--- config.mk ---
export PLATFORM = sky130hd
export DESIGN_NAME = bin2bcd_seq
export DESIGN_NICKNAME = d
export VERILOG_FILES = /design/src/rtl/stopwatch_pkg.sv /design/src/rtl/bcd_add3.sv /design/src/rtl/bin2bcd_seq.sv
export SDC_FILE = /design/constraint.sdc
export NUM_CORES = 1
export LEC_CHECK = 0
export CAP_MARGIN = 20
export CORE_ASPECT_RATIO = 0.7
export CORE_MARGIN = 3
export CORE_UTILIZATION = 68
export DETAILED_ROUTE_END_ITERATION = 16
export DONT_BUFFER_PORTS = 1
export MAX_ROUTING_LAYER = met4
export PLACE_DENSITY = 0.81
export REMOVE_ABC_BUFFERS = 1
export SETUP_SLACK_MARGIN = 0.05
export SYNTH_ARGS = -nofsm -noshare
export SYNTH_HDL_FRONTEND = slang
export SYNTH_SLANG_ARGS = --single-unit
--- constraint.sdc ---
create_clock -name clk -period 3.45 [get_ports clk]
set_input_delay 0.69 -clock clk [delete_from_list [all_inputs] [get_ports clk]]
set_output_delay 0.69 -clock clk [all_outputs]
set_load 0.005 [all_outputs]
--- src/rtl/stopwatch_pkg.sv ---
// stopwatch_pkg: shared constants, FSM state enum and BCD digit type for the stopwatch display path
package stopwatch_pkg;
    localparam int BIN_W    = 20;
    localparam int DIGITS   = 6;
    localparam int MAX_DISP = 999999;
    typedef enum logic [1:0] {IDLE, CONVERT, FINISH} state_t;
    typedef logic [3:0] digit_t;
endpackage

--- src/rtl/bcd_add3.sv ---
// bcd_add3: double-dabble nibble correction, adds 3 when the nibble is 5 or more
module bcd_add3
    import stopwatch_pkg::*;
(
    input  logic [3:0] d,
    output logic [3:0] q
);
    digit_t n;
    assign n = d;
    assign q = (n >= 4'd5) ? n + 4'd3 : n;
endmodule

--- src/rtl/bin2bcd_seq.sv ---
// bin2bcd_seq: sequential double-dabble converter, fixed 21-cycle latency, saturating at 999999
module bin2bcd_seq
    import stopwatch_pkg::*;
#(
    parameter int BIN_W  = 20,
    parameter int DIGITS = 6
) (
    input  logic             clk,
    input  logic             rst,
    input  logic             start,
    input  logic [BIN_W-1:0] bin,
    output logic             busy,
    output logic             done,
    output logic [3:0]       ones,
    output logic [3:0]       tens,
    output logic [3:0]       hundreds,
    output logic [3:0]       thousands,
    output logic [3:0]       ten_thousands,
    output logic [3:0]       hun_thousands,
    output logic             ovf
);
    localparam int NIB  = DIGITS + 1;
    localparam int CW   = $clog2(BIN_W + 1);
    state_t            state, state_n;
    logic [BIN_W-1:0]  bin_sr;
    logic [NIB*4-1:0]  bcd, adj;
    logic [CW-1:0]     cnt;
    logic              last, sat;
    genvar i;
    for (i = 0; i < NIB; i++) begin : g_add3
        bcd_add3 u_add3 (.d(bcd[i*4 +: 4]), .q(adj[i*4 +: 4]));
    end
    assign last = cnt == CW'(BIN_W - 1);
    assign sat  = |bcd[NIB*4-1:DIGITS*4];
    assign busy = state != IDLE;
    // state register
    always_ff @(posedge clk) begin
        if (rst) state <= IDLE;
        else     state <= state_n;
    end
    // next state: accept start only when idle, leave CONVERT after the last step
    always_comb begin
        state_n = state;
        state_n = (state == IDLE)    ? (start ? CONVERT : IDLE) :
                  (state == CONVERT) ? (last ? FINISH : CONVERT) : IDLE;
    end
    // datapath: capture, shift-and-correct, then publish the saturated digits
    always_ff @(posedge clk) begin
        if (rst) begin
            bin_sr        <= '0;
            bcd           <= '0;
            cnt           <= '0;
            done          <= 1'b0;
            ovf           <= 1'b0;
            ones          <= '0;
            tens          <= '0;
            hundreds      <= '0;
            thousands     <= '0;
            ten_thousands <= '0;
            hun_thousands <= '0;
        end else begin
            done <= 1'b0;
            if (state == IDLE && start) begin
                bin_sr <= bin;
                bcd    <= '0;
                cnt    <= '0;
            end else if (state == CONVERT) begin
                {bcd, bin_sr} <= {adj, bin_sr} << 1;
                cnt           <= cnt + 1'b1;
            end else if (state == FINISH) begin
                done          <= 1'b1;
                ovf           <= sat;
                ones          <= sat ? 4'd9 : bcd[3:0];
                tens          <= sat ? 4'd9 : bcd[7:4];
                hundreds      <= sat ? 4'd9 : bcd[11:8];
                thousands     <= sat ? 4'd9 : bcd[15:12];
                ten_thousands <= sat ? 4'd9 : bcd[19:16];
                hun_thousands <= sat ? 4'd9 : bcd[23:20];
            end
        end
    end
endmodule

### Yosys cells after proc, flatten, opt, wreduce, memory -nomap -nowiden

Index checks and enable logic that the tools add are counted.

* register bits after elaboration: 81
* input port bits: 23
* output and inout bits: 27

* magnitude comparators: 7
* equal/unequal tests: 3
* bitwise gates (word level): 2
* reduce and logical (&&, ||, !) cells: 8
* $add $sub $neg: 8
* multiplexer cells: 20

Operators by type and width (count)
* $mux W4: 12
* $mux W20: 2
* $ge A4 B3 Y1 const B: 7
* $add A4 B2 Y4 const B: 6
* $mux W2: 3
* $add A5 B1 Y5 const B: 1
* $eq A5 B5 Y1 const B: 1
* $reduce_bool A2 Y1: 2
* $reduce_or A4 Y1: 1
* $add A3 B2 Y3 const B: 1
* $mux W3: 1
* $reduce_and A3 Y1: 1
* $reduce_or A3 Y1: 1
* $eq A2 B1 Y1 const B: 1
* $eq A2 B2 Y1 const B: 1
* $logic_not A2 Y1: 1
* $mux W1: 2
* $not A1 Y1: 2
* $reduce_or A2 Y1: 1
* $logic_and A1 B1 Y1: 1

### Longest topological paths before layout

* word-level depth: 4
* mapped depth: 7
* mapped depth without buffers: 6

### By module

A second synthesis with hierarchy kept.

* cells, all modules: 490
* area, all modules: 3779.9 µm²

Modules (own cells, without submodules)
* bin2bcd_seq: area each 3070.4 µm², times used 1, cells each 378
* bcd_add3: area each 101.3 µm², times used 7, cells each 16

### Worst setup path before layout

No wires, ideal clock.

* path type: register to register
* start point: reg bcd[12]
* end point: reg bcd[13]
* setup slack: 1.963 ns
* cell stages (with the launch flop): 7
* arrival: 1.418 ns
* cells stage by stage: dfxtp_1 -> inv_1 -> ha_1 -> or2b_1 -> a2111oi_1 -> a41oi_1 -> a21oi_1

* cells in the longest elaborated chain, start to end: 2

RTL lines
* start: declaration: line bin2bcd_seq.sv:26 `logic [NIB*4-1:0] bcd, adj;`
* start signal: assignment: line bin2bcd_seq.sv:68 `{bcd, bin_sr} <= {adj, bin_sr} << 1;`
* $add A4 B2 Y4 / $ge A4 B3 Y1 (equally long branches): line bcd_add3.sv:10 `assign q = (n >= 4'd5) ? n + 4'd3 : n;`
* $mux W4 *: line bcd_add3.sv:10

Every way passes the cells marked *; elsewhere a longest branch is shown, timed or not.
A chain may end at the register's enable or synchronous reset.

### Final worst setup path

* start point: reg state[1]
* end point: reg ten_thousands[2]

* cells in the longest elaborated chain, start to end: 4

RTL lines
* start: declaration: line bin2bcd_seq.sv:24 `state_t state, state_n;`
* start signal: assignment: line bin2bcd_seq.sv:39 `else state <= state_n;`
* $logic_not A2 Y1: line bin2bcd_seq.sv:63 `if (state == IDLE && start) begin`
* $logic_and A1 B1 Y1: line bin2bcd_seq.sv:63
* $not A1 Y1 (no source line)
* $reduce_and A3 Y1 (no source line) *
* end signal: assignment: line bin2bcd_seq.sv:77 `ten_thousands <= sat ? 4'd9 : bcd[19:16];`
* end: declaration: line bin2bcd_seq.sv:18 `output logic [3:0] ten_thousands,`

Marked as above.

==> reports/results.tsv <==
stage	metric	value	unit
run_status	status	finished clean	
die	Starting Density	0.7150	
final_layout	area grow syn2layout	4.282	%
die	# IOs	50	
setup_path	Worst Path Required	3650	ps
power	Comb pwr share	0.086	
setup_path	crit end category	register	
power	Flop pwr share	0.530	
sta	Max Fclk	399.8	MHz
route	length of the first detailed-routing pass in iterations	4	
setup_path	critical path endpoint	ten_thousands[2]	
global_route	vias in the first global route	2873	
sta	Final Setup Violations	0	
logic_synthesis	top post-synthesis cells by area	dfxtp_1, nor2_1, ha_1	
power	Peak VDD IR	380.9	µV
global_route	first-pass GRT wire length	13.61	mm
sta	setup_tns	0	ps
min_path	class of the worst hold path	in2reg	
place	dpl cells	503	
die	Die Y	68.53	µm
clock_tree	Post-CTS Resized	0	
setup_path	cells on worst reg2reg path	3	
place	dpl hpwl	5.560	mm
final_layout	ANT cells	0	
logic_synthesis	register area share after synthesis	0.4269	
logic_synthesis	Yosys top cell area share	0.4269	
die	Rows	22	
route	Met2 Routed Length	3.925	mm
route	Via-to-Cell Ratio	6.091	
power	Switching Share	0.2355	
route	Routed WL per cell	16.29	µm
setup_path	Crit Reg-Reg Endpoint	ten_thousands[2]	
clock_tree	total CTS buffers	9	
clock_tree	Post-CTS Setup Inserts	0	
power	cell-internal power	1.419	mW
place	post-placement setup slack	986.7	ps
job	MaxCap Viol Count	0	
power	sw power	437.3	µW
route	Vias	3161	
setup_path	WS Path Type	reg2reg	
sta	Slew Limit Fails	0	
route	post-detailed-route DRC marker count	0	
logic_synthesis	ys flop type	dfxtp_1	
global_route	grt ovf	0	
global_route	largest net degree at the start of global routing	41	
sta	number of failing hold endpoints at the final stage	0	
die	die area	6533	µm²
power	Pleak	1.513	nW
route	top sig layer	met4	
logic_synthesis	count leader, synth	nor2_1	
setup_path	CP max FO	26	
global_route	initial antenna violation count	0	
power	clock share of power	0.385	
clock_tree	Clock H-tree levels	3	
sta	Layout Skew	6.003	ps
die	Core ar.	5313	µm²
logic_synthesis	number of synthesis warnings	0	
setup_path	crit path launch type	register	
logic_synthesis	largest area contributor in the netlist	dfxtp_1	
clock_tree	root buffer cell	clkbuf_8	
route	Routed met1 length	3.953	mm
clock_tree	TritonCTS clock tree	built	
setup_path	r2r startpoint	state[1]	
clock_tree	hold_buf cts	0	
sta	unrepaired setup endpoints after global routing	false	
final_layout	nets@finish	481	
logic_synthesis	synthesized area per cell	8.240	µm²
logic_synthesis	number of distinct library cells after synthesis	37	
sta	crit share post-route	0.7250	
sta	Slew Limit Headroom	0.3709	
route	Iteration-0 DRC Markers	216	
setup_path	reg-to-reg slack, setup	950	ps
logic_synthesis	mapped cell area	3799	µm²
logic_synthesis	number of flops mapped to enable cells by yosys	0	
logic_synthesis	Synth Instances	461	
clock_tree	# clock sinks	81	
route	antenna-violating nets left	0	
sta	Final WS setup	948.7	ps
clock_tree	Reg clk slew, reported paths	80	ps
logic_synthesis	Commonest cells post-synth	nor2_1, dfxtp_1, a21oi_1	
global_route	GRT Overall Usage	0.2782	
clock_tree	clock latency on the worst-skew pair	350	ps
power	power per cell area	468.7	nW/µm²
place	RD Place Congestion	0.9044	
route	final wirelength	8.455	mm
power	Total Power	1.857	mW
sta	Hold WS	417.3	ps
die	die width	95.33	µm
place	port bufs	0	
clock_tree	clock buffer depth	2	
setup_path	CP startpoint	state[1]	
sta	worst slew pin tran	943.7	ps
sta	Period minus WS final	2501	ps
logic_synthesis	Async SR Flop Fraction	0	
route	Met3 Wirelength	491	µm
logic_synthesis	synthesized flop and latch total	81	
setup_path	Worst EP arrival	2700	ps
final_layout	layout cells sized above 1	0.06711	
final_layout	final std cells w/o fill	519	
==> registers in the layout (all words and copies together), names as in the netlist <==
name	cells
done	1
thousands	4
ones	4
state	2
bin_sr	20
hundreds	4
tens	4
hun_thousands	4
cnt	5
ten_thousands	4
bcd	28
ovf	1
==> worst max-delay path, cell delays in order (launching register included) <==
cell and delay [ps]:
dfxtp_1 910, nand2_1 530, o21bai_1 820, a21oi_1 90
==> through the flow <==
stage / instance area, µm² / util
3_3_place_gp: 3754 / 0.7065
3_5_place_dp: 3754 / 0.7065
4_1_cts: 3961 / 0.7456
5_1_grt: 3961 / 0.7456
2_1_floorplan: 3621 / -
6_report: 3961 / 0.7456
==> placed cells by master (no fill, tap or decap), types with 8 or more instances in the layout <==
cell	n
a211oi_1	13
a21oi_1	35
a2bb2oi_1	9
clkbuf_8	12
dfxtp_1	81
ha_1	16
inv_1	15
nand2_1	31
nand2b_1	8
nor2_1	87
nor2b_1	10
nor3_1	33
o21ai_0	13
o22ai_1	10
==> cell families (layout without fill, tap and decap cells) <==
logic type / Yosys count / after routing / synth area share
mux: 7 / 7 / 0.01845
simple gates: 191 / 191 / 0.2276
compound gates: 111 / 111 / 0.2026
buf+inv: 51 / 37 / 0.06258
xor+xnor: 4 / 4 / 0.009224
flops: 81 / 81 / 0.4269
fa+ha+maj: 16 / 16 / 0.05270
==> final cells by class <==
type | instances | area [µm²]
inverter | 16 | 60.06
sequential | 81 | 1622
clock buffer | 14 | 172.7
timing repair buffer | 5 | 37.54
clock inverter | 2 | 35.03
fill | 421 | 1351
multi-input combinational | 329 | 1944
tap | 72 | 90.09
==> metal layers <==
metal,GRT usage,up-vias
met1,0.3547,1482
met4,0.08273,0
met2,0.4316,103
met5,-,-
met3,0.08243,9
li1,-,1567
==> power by group through the flow <==
stage	registers, mW	logic, mW	clock network, mW
floorplan	0.999	0.122	0
global placement	1.00	0.151	0
detailed placement	1.00	0.157	0
CTS	0.983	0.158	0.726
global route	0.987	0.177	0.757
finish	0.984	0.159	0.714
==> worst min path at each step <==
stage | from | cells past startpoint | to
after floorplan | bin_sr[19] | 2 | bcd[0]
after global routing | rst | 1 | ovf
after CTS | rst | 1 | ovf
final | rst | 1 | bin_sr[17]
after detailed placement | bin_sr[19] | 2 | bcd[0]
after global placement | bin_sr[19] | 2 | bcd[0]
No activity file was read; power rests on OpenSTA's default activity.
